[src/rtl/move_entry.sv]
// Move-entry front end: synchronizes and debounces the enter button, then hands a validated move to the game core.
// enter rises one cycle after the press event; an unaccepted move times out into a one-cycle reject pulse.
module move_entry #(
    parameter int unsigned DEBOUNCE = 16,
    parameter int unsigned TIMEOUT  = 8
) (
    input  logic       clock,
    input  logic       reset,
    input  logic       btn_raw,
    input  logic [2:0] sw_move,
    input  logic       ready,
    input  logic       gameover,
    output logic       enter,
    output logic [2:0] move,
    output logic       reject,
    output logic [7:0] turns,
    output logic       busy
);
    typedef enum logic [1:0] {IDLE, DRIVE, ACK, REJ} state_t;

    localparam logic [7:0] DB_LAST  = 8'(DEBOUNCE - 1);
    localparam logic [7:0] TMO_LAST = 8'(TIMEOUT - 1);

    logic       btn_s1_q, btn_s1_d, btn_s2_q, btn_s2_d;
    logic [2:0] sw_s1_q, sw_s1_d, sw_s2_q, sw_s2_d;
    logic       gov_q, gov_d;
    logic       db_q, db_d;
    logic [7:0] db_cnt_q, db_cnt_d;
    logic       press_q, press_d;
    state_t     state_q, state_d;
    logic [7:0] tmo_q, tmo_d;
    logic [2:0] move_q, move_d;
    logic [7:0] turns_q, turns_d;
    logic       enter_q, enter_d;
    logic       reject_q, reject_d;
    logic       busy_q, busy_d;
    logic       accept_evt;

    always_comb begin
        btn_s1_d = btn_raw;
        btn_s2_d = btn_s1_q;
        sw_s1_d  = sw_move;
        sw_s2_d  = sw_s1_q;
        gov_d    = gameover;

        // Level flips on the DEBOUNCE-th consecutive differing sample.
        db_d     = db_q;
        db_cnt_d = 8'd0;
        press_d  = 1'b0;
        if (btn_s2_q != db_q) begin
            if (db_cnt_q == DB_LAST) begin
                db_d    = ~db_q;
                press_d = ~db_q;
            end else begin
                db_cnt_d = db_cnt_q + 8'd1;
            end
        end

        state_d    = state_q;
        tmo_d      = tmo_q;
        move_d     = move_q;
        accept_evt = 1'b0;
        case (state_q)
            IDLE: begin
                if (press_q && ready) begin
                    if (sw_s2_q >= 3'd1 && sw_s2_q <= 3'd5) begin
                        move_d  = sw_s2_q;
                        tmo_d   = 8'd0;
                        state_d = DRIVE;
                    end else begin
                        state_d = REJ;
                    end
                end
            end
            DRIVE: begin
                tmo_d = tmo_q + 8'd1;
                if (!ready) begin
                    state_d    = ACK;
                    accept_evt = 1'b1;
                end else if (tmo_q == TMO_LAST) begin
                    state_d = REJ;
                end
            end
            ACK: begin
                if (ready) begin
                    state_d = IDLE;
                end
            end
            REJ: begin
                state_d = IDLE;
            end
            default: begin
                state_d = IDLE;
            end
        endcase

        // A fresh game over wins over a move accepted in the same cycle.
        turns_d = turns_q;
        if (gameover && !gov_q) begin
            turns_d = 8'd0;
        end else if (accept_evt && turns_q != 8'hFF) begin
            turns_d = turns_q + 8'd1;
        end

        enter_d  = (state_d == DRIVE);
        reject_d = (state_d == REJ);
        busy_d   = (state_d != IDLE);
    end

    always_ff @(posedge clock) begin
        if (reset) begin
            btn_s1_q <= 1'b0;
            btn_s2_q <= 1'b0;
            sw_s1_q  <= 3'd0;
            sw_s2_q  <= 3'd0;
            gov_q    <= 1'b0;
            db_q     <= 1'b0;
            db_cnt_q <= 8'd0;
            press_q  <= 1'b0;
            state_q  <= IDLE;
            tmo_q    <= 8'd0;
            move_q   <= 3'd0;
            turns_q  <= 8'd0;
            enter_q  <= 1'b0;
            reject_q <= 1'b0;
            busy_q   <= 1'b0;
        end else begin
            btn_s1_q <= btn_s1_d;
            btn_s2_q <= btn_s2_d;
            sw_s1_q  <= sw_s1_d;
            sw_s2_q  <= sw_s2_d;
            gov_q    <= gov_d;
            db_q     <= db_d;
            db_cnt_q <= db_cnt_d;
            press_q  <= press_d;
            state_q  <= state_d;
            tmo_q    <= tmo_d;
            move_q   <= move_d;
            turns_q  <= turns_d;
            enter_q  <= enter_d;
            reject_q <= reject_d;
            busy_q   <= busy_d;
        end
    end

    assign enter  = enter_q;
    assign move   = move_q;
    assign reject = reject_q;
    assign turns  = turns_q;
    assign busy   = busy_q;

endmodule

[config.mk]
export PLATFORM = sky130hd
export DESIGN_NAME = move_entry
export DESIGN_NICKNAME = d
export VERILOG_FILES = /design/src/rtl/move_entry.sv
export SDC_FILE = /design/constraint.sdc
export NUM_CORES = 1
export LEC_CHECK = 0
export CAP_MARGIN = 10
export CELL_PAD_IN_SITES_DETAIL_PLACEMENT = 1
export CELL_PAD_IN_SITES_GLOBAL_PLACEMENT = 1
export CORE_ASPECT_RATIO = 1.4
export CORE_MARGIN = 2
export CORE_UTILIZATION = 37
export CTS_CLUSTER_DIAMETER = 100
export CTS_CLUSTER_SIZE = 10
export DETAILED_ROUTE_END_ITERATION = 10
export GPL_TIMING_DRIVEN = 0
export HOLD_SLACK_MARGIN = 0.08
export PLACE_DENSITY_LB_ADDON = 0.08
export SYNTH_ARGS = -nofsm -noshare
export SYNTH_HDL_FRONTEND = slang
export SYNTH_SLANG_ARGS = --single-unit
[constraint.sdc]
create_clock -name clock -period 1.3 [get_ports clock]
set_input_delay 0.13 -clock clock [delete_from_list [all_inputs] [get_ports clock]]
set_output_delay 0.13 -clock clock [all_outputs]
set_load 0.02 [all_outputs]
==> flow_summary.toml <==
[finish]
diodes = 0
final_area_um2 = 2470
final_cell_count_no_fill = 294
nets = 242
drive_above_1_share = 0.302
synthToLayoutAreaGrowth_pct = 40.1

[global_route]
grt_util_all_layers = 0.175
grt_pass1_wl_mm = 7.36
antenna_found_initial = 0
grt_pass1_vias = 1629
grt_overflow = 0
grt_max_degree = 13

[worst_setup_path]
worst-path-buf-inv = 1
worstPathArrival_ns = 1.64
crit_chain = "buf_6 -> and3b_1 -> or4_4 -> o21ai_2 -> a21oi_1"
cp_max_fo = 5
required_ns = 1.45
startpoint_type = "flip-flop"
cp_slowest_cell = "or4_4"
crit_path_max_incr_delay_ns = 0.48
worstSetupPathType = "flip-flop to flip-flop"
end_kind = "flip-flop"
crit_family = "simple AND/OR/NAND/NOR gates"

[die]
die_area_um2 = 5340
chipHeight_um = 85.6
dieWidth_um = 62.3
ios = 22
core_um2 = 4570
fp-row-count = 29
start_util = 0.385

[clocking]
cts_tree = "yes"
cts_root_buffer = "clkbuf_8"
cts_buffers = 5
cts.reportedPaths.clkPinSlew_ns = 0.07
clock_latency_ns = 0.28
cts_sinks = 43
clock_path_buffers = 2
htree_levels = 2

[run]
max_cap_violations = 0

[placed_design]
gp_congestion = 0.716
post_dp_cell_area_um2 = 2060
io_buffers = 20
pre_cts_slack_ns = -0.572
place_inst = 268
dp_hpwl_mm = 3.12

[logic_synthesis]
yosys_warnings = 0
synthDistinctLibCells = 46
ys.flop_type = "dfxtp_1"
synth_edf_count = 0
synth.cell_area_um2 = 1760
ys_seq_area_frac = 0.489
syn_inst = 186
synth_seq_cells = 43
async_reset_ff_frac = 0
syn_area_per_cell_um2 = 9.47
syn_nets = 197

[power_and_ir_drop]
p_per_area_nw_per_um2 = 885
power_uw = 2180
cellLeakagePower_uw = 0.000899
ir_worst_vdd_mv = 0.769

[sta]
fin_setup_tns_ns = -2.00
clock_skew_ns = 0.00411
fin_crit_sh = 1.15
rsz0062_at_grt = "yes"
relSlewSlack = 0.632
finalSetupViolCount = 20
setup_slack_ns = -0.191
fmax_ghz = 0.671
drv_slew = 0
hold_viol_final = 0
min_period_ns = 1.49
worst_pin_slew_ns = 0.552

[drt]
routed_wl_mm = 4.42
drtIter0Drc = 10
drc = 0
final_antenna_net_count = 0
wl_per_cell_um = 15.0
viasPerCell = 5.17
dr.pass1.iters = 3
num_vias = 1520

[min_path]
hold_path_class = "input port to flip-flop"

[run_status]
violations = "negative setup slack"
status = "finished, violations left"
==> worst register-to-register path, stage by stage (launching register included) <==
cell and delay, ns:
dfxtp_2 0.36, buf_6 0.12, and3b_1 0.19, or4_4 0.48, o21ai_2 0.14, a21oi_1 0.07
==> worst paths after layout <==
check / startpoint / end / slack (ns) / depth (start not counted)
worst max register to register: state_q[0] / tmo_q[2] / -0.19 / 5
worst min-delay path: reset / sw_s2_q[1] / 0.31 / 2
worst max-delay path: state_q[0] / tmo_q[2] / -0.19 / 5
worst min register to register: db_cnt_q[0] / db_cnt_q[0] / 0.42 / 1
==> logic make-up after synthesis <==
group | count (synthesis) | synth area share
AOI/OAI and AO/OA | 32 | 0.120
muxes | 4 | 0.0234
and+or+nand+nor | 87 | 0.283
DFF | 43 | 0.489
xor gates and xnor gates | 9 | 0.0447
adders and majority gates | 3 | 0.0213
buffers and inverters | 8 | 0.0192
==> synthesized netlist by cell type (4+ instances only) <==
| master | n | area [um^2] |
|---|---|---|
| nand3_1 | 10 | 50.1 |
| xnor2_1 | 6 | 52.6 |
| or3_1 | 5 | 31.3 |
| o21ai_0 | 5 | 25.0 |
| and3_1 | 4 | 25.0 |
| nor2b_1 | 11 | 68.8 |
| inv_1 | 4 | 15.0 |
| nand2_1 | 13 | 48.8 |
| a21oi_1 | 11 | 55.1 |
| o211ai_1 | 5 | 37.5 |
| nor2_1 | 20 | 75.1 |
| dfxtp_1 | 43 | 861 |
==> sequential cells by signal, indices dropped and copies added (netlist names), 2 cells and up <==
name,flops
db_cnt_q,8
tmo_q,8
turns,8
move,3
sw_s1_q,3
sw_s2_q,3
state_q,2
==> per-stage QoR <==
stage	hold slack, ns	utilization
after floorplan	0.258	-
after global placement	0.430	0.450
after detailed placement	0.437	0.450
after CTS	0.290	0.515
after global routing	0.332	0.540
final	0.313	0.540
==> repair_timing <==
action / in CTS / in global routing
endpoints found under the setup margin: 43 / 33
setup buffers: 17 / 3
hold buffers: 0 / 0
pin swaps: 22 / 7
resized for setup: 44 / 21
cloned: 0 / 0
==> layout by cell type (no fill, tap or decap), types with 2 or more instances in the layout <==
master           Yosys  final
a21o_1               2      2
a21oi_1             11     10
a22oi_2              0      2
and3_1               4      3
buf_4                1     15
buf_6                0      4
clkbuf_1             2      4
clkbuf_8             0      5
clkdlybuf4s50_1      0      5
dfxtp_1             43     28
dfxtp_2              0      8
dfxtp_4              0      7
dlygate4sd2_1        0     15
ha_4                 0      2
inv_1                4      4
mux2i_1              3      3
nand2_1             13     10
nand2_2              0      2
nand3_1             10      9
nand3b_1             3      3
nor2_1              20     19
nor2b_1             11     11
nor3_1               3      2
nor4b_2              0      2
o211ai_1             5      5
o21ai_0              5      4
or3_1                5      4
xnor2_1              6      6
xor2_1               3      3
==> report_power, final <==
group	internal (uW)	switching [uW]	total [uW]
sequential	1320	9.82	1330
clock	377	403	779
combinational	37.0	41.9	78.9
total	1730	454	2180
==> metal layers <==
layer | vias up | routed length [um] | track usage
met2 | 20 | 2640 | 0.365
met5 | - | 0 | 0
met1 | 743 | 1640 | 0.163
met3 | 6 | 86 | 0.0394
li1 | 751 | - | -
met4 | 0 | 56 | 0.0586
==> cell type report <==
class / count / area, um^2
Clock inverter: 1 / 5.00
Clock buffer: 7 / 76.3
Timing Repair Buffer: 38 / 328
Tap cell: 62 / 77.6
Sequential cell: 43 / 897
Buffer: 4 / 22.5
Multi-Input combinational cell: 135 / 1050
Fill cell: 538 / 2100
Inverter: 4 / 15.0
Power figures use the tool's default switching activity.
